--- config.mk ---
export PLATFORM = sky130hd
export DESIGN_NAME = cpu_test_sequencer
export DESIGN_NICKNAME = d
export VERILOG_FILES = /design/src/rtl/cpu_test_pkg.sv /design/src/rtl/cts_rb_slot.sv /design/src/rtl/cpu_test_sequencer.sv
export SDC_FILE = /design/constraint.sdc
export NUM_CORES = 1
export LEC_CHECK = 0
export BUFFER_PORTS_ARGS = -buffer_cell sky130_fd_sc_hd__buf_2
export CAP_MARGIN = 20
export CORE_AREA = 5 5 224 226
export DETAILED_ROUTE_END_ITERATION = 10
export DIE_AREA = 0 0 229 231
export PLACE_DENSITY = 0.58
export SYNTH_ARGS = -nofsm -noshare
export SYNTH_HDL_FRONTEND = slang
export SYNTH_SLANG_ARGS = --single-unit
--- constraint.sdc ---
create_clock -name clk -period 25.5 [get_ports clk]
set_input_delay 5.1 -clock clk [delete_from_list [all_inputs] [get_ports clk]]
set_output_delay 5.1 -clock clk [all_outputs]
set_load 0.05 [all_outputs]
--- src/rtl/cpu_test_pkg.sv ---
// Package shared by the cpu test sequencer and its readback slot.
// Contents:
//   cts_state_e       sequencer state encoding
//   STOP_OPC_DEFAULT  pseudo-opcode in instr[6:0] that ends a run
//   IMEM/DMEM_BYTE_SHIFT  word index to byte address shifts (32-bit / 64-bit words)
//   TEST_ID_MSB/LSB   position of the test identifier inside the STOP instruction
//   word_to_byte_addr helper turning a word index into a byte address
package cpu_test_pkg;

    typedef enum logic [2:0] {
        ST_IDLE    = 3'd0,
        ST_LOAD_D  = 3'd1,
        ST_LOAD_I  = 3'd2,
        ST_RUN     = 3'd3,
        ST_RB_REQ  = 3'd4,
        ST_RB_WAIT = 3'd5,
        ST_DONE    = 3'd6
    } cts_state_e;

    localparam logic [6:0] STOP_OPC_DEFAULT = 7'b1111110;

    localparam int IMEM_BYTE_SHIFT = 2;
    localparam int DMEM_BYTE_SHIFT = 3;

    localparam int TEST_ID_MSB = 31;
    localparam int TEST_ID_LSB = 28;

    function automatic logic [63:0] word_to_byte_addr(input logic [63:0] idx, input int shift);
        return idx << shift;
    endfunction

endpackage

--- src/rtl/cts_rb_slot.sv ---
// One-entry output register with a valid/ready handshake, used to present
// each dmem readback word to the consumer.
// Ports:
//   clk, arst         clock and asynchronous active-high reset
//   load_i            capture data_i/idx_i this cycle (only issued while empty)
//   data_i, idx_i     word and its dmem index to capture
//   valid_o, ready_i  output handshake; entry empties on valid_o && ready_i
//   data_o, idx_o     held stable while valid_o is high
module cts_rb_slot #(
    parameter int DW = 64,
    parameter int IW = 10
) (
    input  logic          clk,
    input  logic          arst,
    input  logic          load_i,
    input  logic [DW-1:0] data_i,
    input  logic [IW-1:0] idx_i,
    output logic          valid_o,
    input  logic          ready_i,
    output logic [DW-1:0] data_o,
    output logic [IW-1:0] idx_o
);

    logic          valid_q;
    logic [DW-1:0] data_q;
    logic [IW-1:0] idx_q;

    // The entry fills on load and empties on the handshake; payload only
    // changes on load, so it stays stable for the whole time valid is held.
    always_ff @(posedge clk or posedge arst) begin
        if (arst) begin
            valid_q <= 1'b0;
            data_q  <= '0;
            idx_q   <= '0;
        end else if (load_i) begin
            valid_q <= 1'b1;
            data_q  <= data_i;
            idx_q   <= idx_i;
        end else if (valid_q && ready_i) begin
            valid_q <= 1'b0;
        end
    end

    assign valid_o = valid_q;
    assign data_o  = data_q;
    assign idx_o   = idx_q;

endmodule

--- src/rtl/cpu_test_sequencer.sv ---
// Test sequencer for the cpu core: loads a data image into dmem and a
// program into imem over the external write ports, enables the cpu until the
// STOP pseudo-opcode is fetched (or a cycle limit expires), then streams a
// window of dmem back out through a valid/ready port.
// Ports:
//   clk, arst                      clock, asynchronous active-high reset
//   start                          begin a sequence (ignored while busy)
//   imem_len, dmem_len, rb_base,   sequence setup, sampled on an accepted start
//   rb_len, timeout_cyc
//   ld_valid/ld_ready, ld_data     load word stream (imem uses [31:0])
//   cpu_enable                     cpu run enable
//   addr_ext..wdata_ext            imem external port
//   addr_ext_2..wdata_ext_2        dmem external port, rdata_ext_2 one cycle after ren
//   instr                          fetched instruction monitor
//   rb_valid/rb_ready, rb_data,    readback word stream with its dmem index
//   rb_idx
//   busy, done, timeout, test_id,  status
//   cycle_count
module cpu_test_sequencer
    import cpu_test_pkg::*;
#(
    parameter int         IMEM_AW  = 9,
    parameter int         DMEM_AW  = 10,
    parameter int         CNT_W    = 32,
    parameter logic [6:0] STOP_OPC = STOP_OPC_DEFAULT
) (
    input  logic               clk,
    input  logic               arst,
    input  logic               start,
    input  logic [IMEM_AW:0]   imem_len,
    input  logic [DMEM_AW:0]   dmem_len,
    input  logic [DMEM_AW-1:0] rb_base,
    input  logic [DMEM_AW:0]   rb_len,
    input  logic [CNT_W-1:0]   timeout_cyc,
    input  logic               ld_valid,
    output logic               ld_ready,
    input  logic [63:0]        ld_data,
    output logic               cpu_enable,
    output logic [63:0]        addr_ext,
    output logic               wen_ext,
    output logic               ren_ext,
    output logic [31:0]        wdata_ext,
    output logic [63:0]        addr_ext_2,
    output logic               wen_ext_2,
    output logic               ren_ext_2,
    output logic [63:0]        wdata_ext_2,
    input  logic [63:0]        rdata_ext_2,
    input  logic [31:0]        instr,
    output logic               rb_valid,
    input  logic               rb_ready,
    output logic [63:0]        rb_data,
    output logic [DMEM_AW-1:0] rb_idx,
    output logic               busy,
    output logic               done,
    output logic               timeout,
    output logic [3:0]         test_id,
    output logic [CNT_W-1:0]   cycle_count
);

    // One counter serves both load phases, so it is as wide as the larger length.
    localparam int LDC_W = ((IMEM_AW > DMEM_AW) ? IMEM_AW : DMEM_AW) + 1;

    cts_state_e         state_q, state_d;

    logic [IMEM_AW:0]   imem_len_q, imem_len_d;
    logic [DMEM_AW:0]   dmem_len_q, dmem_len_d;
    logic [DMEM_AW-1:0] rb_base_q, rb_base_d;
    logic [DMEM_AW:0]   rb_len_q, rb_len_d;
    logic [CNT_W-1:0]   timeout_cyc_q, timeout_cyc_d;

    logic [LDC_W-1:0]   ld_cnt_q, ld_cnt_d;

    logic               wen_q, wen_d;
    logic [63:0]        waddr_q, waddr_d;
    logic [31:0]        wdata_q, wdata_d;
    logic               wen2_q, wen2_d;
    logic [63:0]        waddr2_q, waddr2_d;
    logic [63:0]        wdata2_q, wdata2_d;

    logic [CNT_W-1:0]   cycle_count_q, cycle_count_d;
    logic               timeout_q, timeout_d;
    logic [3:0]         test_id_q, test_id_d;

    logic [DMEM_AW-1:0] rb_ptr_q, rb_ptr_d;
    logic [DMEM_AW:0]   rb_cnt_q, rb_cnt_d;
    logic               rd_pend_q, rd_pend_d;

    logic               slot_load;
    logic               stop_seen;
    logic               unused_instr;

    assign stop_seen    = (instr[6:0] == STOP_OPC);
    assign unused_instr = ^instr[TEST_ID_LSB-1:7];

    // Next-state and datapath decisions. Write-port registers default to
    // all-zero so the ext ports are quiet in every cycle that is not a write.
    always_comb begin
        state_d       = state_q;
        imem_len_d    = imem_len_q;
        dmem_len_d    = dmem_len_q;
        rb_base_d     = rb_base_q;
        rb_len_d      = rb_len_q;
        timeout_cyc_d = timeout_cyc_q;
        ld_cnt_d      = ld_cnt_q;
        wen_d         = 1'b0;
        waddr_d       = '0;
        wdata_d       = '0;
        wen2_d        = 1'b0;
        waddr2_d      = '0;
        wdata2_d      = '0;
        cycle_count_d = cycle_count_q;
        timeout_d     = timeout_q;
        test_id_d     = test_id_q;
        rb_ptr_d      = rb_ptr_q;
        rb_cnt_d      = rb_cnt_q;
        rd_pend_d     = 1'b0;
        ld_ready      = 1'b0;
        slot_load     = 1'b0;

        case (state_q)
            ST_IDLE, ST_DONE: begin
                if (start) begin
                    imem_len_d    = imem_len;
                    dmem_len_d    = dmem_len;
                    rb_base_d     = rb_base;
                    rb_len_d      = rb_len;
                    timeout_cyc_d = timeout_cyc;
                    timeout_d     = 1'b0;
                    test_id_d     = '0;
                    ld_cnt_d      = '0;
                    if (dmem_len != '0) begin
                        state_d = ST_LOAD_D;
                    end else if (imem_len != '0) begin
                        state_d = ST_LOAD_I;
                    end else begin
                        state_d       = ST_RUN;
                        cycle_count_d = '0;
                    end
                end
            end

            // A finished dmem phase hands straight over to imem (separate
            // port, so no gap). It only lingers one extra cycle when the run
            // follows, so the last write lands before the cpu is enabled.
            ST_LOAD_D: begin
                if (ld_cnt_q != LDC_W'(dmem_len_q)) begin
                    ld_ready = 1'b1;
                    if (ld_valid) begin
                        wen2_d   = 1'b1;
                        waddr2_d = word_to_byte_addr(64'(ld_cnt_q[DMEM_AW-1:0]), DMEM_BYTE_SHIFT);
                        wdata2_d = ld_data;
                        if ((ld_cnt_q + LDC_W'(1) == LDC_W'(dmem_len_q)) && (imem_len_q != '0)) begin
                            state_d  = ST_LOAD_I;
                            ld_cnt_d = '0;
                        end else begin
                            ld_cnt_d = ld_cnt_q + LDC_W'(1);
                        end
                    end
                end else begin
                    state_d       = ST_RUN;
                    cycle_count_d = '0;
                end
            end

            ST_LOAD_I: begin
                if (ld_cnt_q != LDC_W'(imem_len_q)) begin
                    ld_ready = 1'b1;
                    if (ld_valid) begin
                        wen_d    = 1'b1;
                        waddr_d  = word_to_byte_addr(64'(ld_cnt_q[IMEM_AW-1:0]), IMEM_BYTE_SHIFT);
                        wdata_d  = ld_data[31:0];
                        ld_cnt_d = ld_cnt_q + LDC_W'(1);
                    end
                end else begin
                    state_d       = ST_RUN;
                    cycle_count_d = '0;
                end
            end

            // cycle_count ends as the number of cycles run before STOP was
            // fetched; on a limit it includes the final cycle. STOP is
            // checked first so it wins over a coinciding limit.
            ST_RUN: begin
                if (stop_seen) begin
                    test_id_d = instr[TEST_ID_MSB:TEST_ID_LSB];
                    rb_ptr_d  = rb_base_q;
                    rb_cnt_d  = '0;
                    state_d   = (rb_len_q != '0) ? ST_RB_REQ : ST_DONE;
                end else begin
                    if (cycle_count_q != '1) begin
                        cycle_count_d = cycle_count_q + CNT_W'(1);
                    end
                    if ((timeout_cyc_q != '0) && (cycle_count_q == timeout_cyc_q - CNT_W'(1))) begin
                        timeout_d = 1'b1;
                        state_d   = ST_DONE;
                    end
                end
            end

            ST_RB_REQ: begin
                rd_pend_d = 1'b1;
                state_d   = ST_RB_WAIT;
            end

            // rd_pend_q marks the cycle in which rdata_ext_2 answers the request.
            ST_RB_WAIT: begin
                slot_load = rd_pend_q;
                if (rb_valid && rb_ready) begin
                    rb_cnt_d = rb_cnt_q + (DMEM_AW+1)'(1);
                    rb_ptr_d = rb_ptr_q + DMEM_AW'(1);
                    state_d  = (rb_cnt_q + (DMEM_AW+1)'(1) == rb_len_q) ? ST_DONE : ST_RB_REQ;
                end
            end

            default: begin
                state_d = ST_IDLE;
            end
        endcase
    end

    // All sequencer state, reset asynchronously so an abort drops the cpu
    // enable and memory strobes at once.
    always_ff @(posedge clk or posedge arst) begin
        if (arst) begin
            state_q       <= ST_IDLE;
            imem_len_q    <= '0;
            dmem_len_q    <= '0;
            rb_base_q     <= '0;
            rb_len_q      <= '0;
            timeout_cyc_q <= '0;
            ld_cnt_q      <= '0;
            wen_q         <= 1'b0;
            waddr_q       <= '0;
            wdata_q       <= '0;
            wen2_q        <= 1'b0;
            waddr2_q      <= '0;
            wdata2_q      <= '0;
            cycle_count_q <= '0;
            timeout_q     <= 1'b0;
            test_id_q     <= '0;
            rb_ptr_q      <= '0;
            rb_cnt_q      <= '0;
            rd_pend_q     <= 1'b0;
        end else begin
            state_q       <= state_d;
            imem_len_q    <= imem_len_d;
            dmem_len_q    <= dmem_len_d;
            rb_base_q     <= rb_base_d;
            rb_len_q      <= rb_len_d;
            timeout_cyc_q <= timeout_cyc_d;
            ld_cnt_q      <= ld_cnt_d;
            wen_q         <= wen_d;
            waddr_q       <= waddr_d;
            wdata_q       <= wdata_d;
            wen2_q        <= wen2_d;
            waddr2_q      <= waddr2_d;
            wdata2_q      <= wdata2_d;
            cycle_count_q <= cycle_count_d;
            timeout_q     <= timeout_d;
            test_id_q     <= test_id_d;
            rb_ptr_q      <= rb_ptr_d;
            rb_cnt_q      <= rb_cnt_d;
            rd_pend_q     <= rd_pend_d;
        end
    end

    cts_rb_slot #(
        .DW (64),
        .IW (DMEM_AW)
    ) u_rb_slot (
        .clk     (clk),
        .arst    (arst),
        .load_i  (slot_load),
        .data_i  (rdata_ext_2),
        .idx_i   (rb_ptr_q),
        .valid_o (rb_valid),
        .ready_i (rb_ready),
        .data_o  (rb_data),
        .idx_o   (rb_idx)
    );

    assign cpu_enable  = (state_q == ST_RUN);
    assign busy        = (state_q != ST_IDLE) && (state_q != ST_DONE);
    assign done        = (state_q == ST_DONE);
    assign timeout     = timeout_q;
    assign test_id     = test_id_q;
    assign cycle_count = cycle_count_q;

    assign addr_ext    = waddr_q;
    assign wen_ext     = wen_q;
    assign ren_ext     = 1'b0;
    assign wdata_ext   = wdata_q;

    // The dmem port is shared: readback requests drive the address directly
    // from the pointer, writes come from the registered load path.
    assign ren_ext_2   = (state_q == ST_RB_REQ);
    assign addr_ext_2  = ren_ext_2 ? word_to_byte_addr(64'(rb_ptr_q), DMEM_BYTE_SHIFT) : waddr2_q;
    assign wen_ext_2   = wen2_q;
    assign wdata_ext_2 = wdata2_q;

endmodule

==> run_results.csv <==
group,metric,value,unit
run_status,status,"finished clean",
global_route,grt_pass1_wl,72050,um
timing,period_share,30.96,%
clocking,cts-root-buf,"clkbuf_16",
drt,drc,0,
timing,slew_violations,0,
worst_setup_path,critical_path.max_fanout,12,
timing,finalSetupViolCount,0,
final_layout,areaGrowthSynthToFinish,23.73,%
timing,final.setup.tns,0,ps
global_route,antenna_found_initial,9,
power_and_ir_drop,internal_power,0.001321,W
yosys,avgSynthCellArea,11.19,um2
job,drv_cap,0,
timing,max_freq,0.1267,GHz
timing,setup_ws,17610,ps
timing,min_period,7894,ps
hold_path,min_path_type,"reg -> reg",
placed_design,place.gp.congestion,0.8575,
clocking,h-tree-depth,2,
power_and_ir_drop,vdd_drop_max,0.06428,mV
power_and_ir_drop,seqPwrFrac,35.5,%
power_and_ir_drop,total_leakage_power,9.762,nW
placed_design,post-dp-hpwl,34870,um
power_and_ir_drop,switching_power,0.0009797,W
clocking,cts_resized,0,
global_route,grt_pass1_vias,12218,
drt,antenna_left,0,
global_route,grt_overflow_total,0,
worst_setup_path,crit_required,20400,ps
worst_setup_path,slowest_stage,"nor3_2",
worst_setup_path,critPathMaxStageDelay,850,ps
power_and_ir_drop,power_density,116.3,nW/um2
floorplanning,num_rows,81,
clocking,clockBufferDepth,3,
worst_setup_path,worstPathArrival,2790,ps
power_and_ir_drop,p_total,0.002300,W
floorplanning,io_pins,583,
timing,final_hold_viol_count,0,
yosys,syn_area,15980,um2
floorplanning,die_y,231,um
worst_setup_path,criticalPathCategory,"reg -> out",
clocking,clkTransAtPathRegs,60,ps
final_layout,finalNonFillerCells,2520,
yosys,synth_edf_count,0,
yosys,syn_inst,1429,
clocking,cts_buffers,41,
timing,final.setup_skew,27.72,ps
yosys,synth.yosys.seq_area_share,53.07,%
clocking,cts_tree,"built",
yosys,synth_seq_cells,339,
drt,drtPass1Iterations,5,
yosys,ys_types,69,
drt,vias,11950,
placed_design,post_dp_cell_area,18410,um2
yosys,synth_warnings,0,
timing,tightest_slew,1059,ps
drt,initialDrtViolationCount,633,
global_route,grt_max_degree,98,
power_and_ir_drop,pwr-share-comb,39.1,%
final_layout,layout.cell_area.non_filler,19780,um2
clocking,clock_sinks,339,
placed_design,place_ws,17420,ps
floorplanning,initial_utilization,33.20,%
global_route,grt.total_usage,17.12,%
drt,wl_per_cell,18.57,um
floorplanning,dieArea,52900,um2
yosys,synth_ff_type,"dfrtp_1",
final_layout,nets,2110,
worst_setup_path,path_cells,"inv_1 -> nor3_2 -> mux2_2 -> buf_2",
floorplanning,fp.coreArea,48140,um2
worst_setup_path,end_kind,"output pin",
timing,rsz0062_at_grt,"no",
floorplanning,fp.dieW,229,um
worst_setup_path,start_kind,"register",
clocking,cts_setup_buffers,0,
power_and_ir_drop,p_sw_share,42.59,%
yosys,synthArstFlopShare,100.0,%
drt,routed_via_density,4.742,
clocking,ctsHoldBuffers,0,
clocking,clk_latency,570,ps
timing,slew_headroom,29.39,%
final_layout,fillers,4722,
power_and_ir_drop,pwr-share-clk,25.4,%
placed_design,port_buffers,451,
final_layout,layout-drive-gt1-share,37.18,%
drt,wl,46800,um
placed_design,dpl.cell_count,2445,
==> layout by cell type, fill, tap and decap left out, types with 7 or more instances in the layout <==
master	synthesis	final
buf_2	11	451
dfrtp_1	339	339
mux2_2	158	158
and2_1	119	119
conb_1	1	110
o21ai_0	84	84
nand2_1	80	79
xnor2_1	55	55
nor2_1	54	53
clkbuf_16	0	41
nand3_1	35	35
xor2_1	35	35
nor3_1	30	29
a21oi_1	27	27
nor4_1	26	26
and3_1	25	24
nand4_1	23	23
inv_1	20	19
a22o_1	11	11
a31oi_1	10	10
nand2b_1	9	9
clkbuf_8	0	8
clkinv_2	0	8
buf_4	112	8
a21o_1	7	7
o21ai_1	7	7
or4_1	7	7
==> cell type report <==
type	count	area (um2)	share of cell area (%)
multi-input cells	1004	6743	34.09
well taps	622	778.2	3.935
clock buffers	55	1159	5.859
flip-flops and latches	339	8483	42.90
clock inverters	18	205.2	1.038
diodes	2	5.005	0.02531
repair buffers	459	2317	11.72
inverters	21	86.33	0.4365
==> routing by layer <==
metal / global-route usage (%) / vias to the layer above / wire length (um)
li1: - / 5631 / -
met4: 5.488 / 10 / 1071
met2: 28.52 / 384 / 23170
met5: 0 / - / 68
met3: 4.538 / 81 / 3281
met1: 21.86 / 5844 / 19210
==> final timing paths <==
check	startpoint	end	slack, ps	depth (start not counted)
max	state_q[2]$_DFFE_PP0P_	addr_ext_2[12]	17610	4
max reg2reg	state_q[2]$_DFFE_PP0P_	cycle_count[14]$_DFFE_PP0P_	21340	9
min in group asynchronous	arst	u_rb_slot.data_o[41]$_DFFE_PP0P_	4620	2
max in group asynchronous	arst	timeout_cyc_q[5]$_DFFE_PP0P_	18640	4
min reg2reg	u_rb_slot.idx_o[2]$_DFFE_PP0P_	u_rb_slot.idx_o[2]$_DFFE_PP0P_	480	2
min	u_rb_slot.idx_o[2]$_DFFE_PP0P_	u_rb_slot.idx_o[2]$_DFFE_PP0P_	480	2
==> power groups by stage <==
stage	Clock (W)	Combinational [W]	Sequential, W
3_3_place_gp	0	0.000893	0.000820
3_5_place_dp	0	0.000906	0.000826
2_1_floorplan	0	0.000463	0.00105
5_1_grt	0.000627	0.000963	0.000840
6_report	0.000585	0.000900	0.000816
4_1_cts	0.000607	0.000910	0.000818
==> cell families after synthesis <==
group                      after synthesis  synth area share, %
other                                    1              0.02346
and+or+nand+nor                        443                15.27
adders and majority gates                5               0.3914
AOI/OAI and AO/OA                      195                7.554
DFF                                    339                53.07
buffers and inverters                  195                7.436
xor gates and xnor gates                90                4.931
muxes                                  161                11.32
==> flip-flops by register name, indices dropped and copies added, names as in the netlist, 3 cells and up <==
name / flops
imem_len_q: 10
u_rb_slot.data_o: 64
waddr2_q: 10
ld_cnt_q: 11
state_q: 3
rb_cnt_q: 11
wdata_ext: 32
dmem_len_q: 11
rb_len_q: 11
cycle_count: 32
rb_ptr_q: 10
rb_base_q: 10
timeout_cyc_q: 32
test_id: 4
u_rb_slot.idx_o: 10
addr_ext: 9
wdata_ext_2: 64
==> per-stage QoR <==
stage | hold slack (ps) | utilization, %
2_1_floorplan | 462.7 | -
3_3_place_gp | 465.5 | 38.24
3_5_place_dp | 469.4 | 38.24
4_1_cts | 482.4 | 41.07
5_1_grt | 506.9 | 41.08
6_report | 484.2 | 41.08
==> synth_stat cells (26+ instances only) <==
cell	count	area, um2
dfrtp_1	339	8483
mux2_2	158	1779
and2_1	119	744.5
buf_4	112	840.8
o21ai_0	84	420.4
nand2_1	80	300.3
xnor2_1	55	481.7
nor2_1	54	202.7
clkbuf_1	47	176.4
nand3_1	35	175.2
xor2_1	35	306.5
nor3_1	30	150.1
a21oi_1	27	135.1
nor4_1	26	162.7
==> worst max-delay path: cells and delay by family, from the launching register on <==
kind / cells / cell delay, ps
flops: 1 / 510
buf+inv: 2 / 440
mux: 1 / 410
simple gates: 1 / 850
No activity file was read; power rests on OpenSTA's default activity.
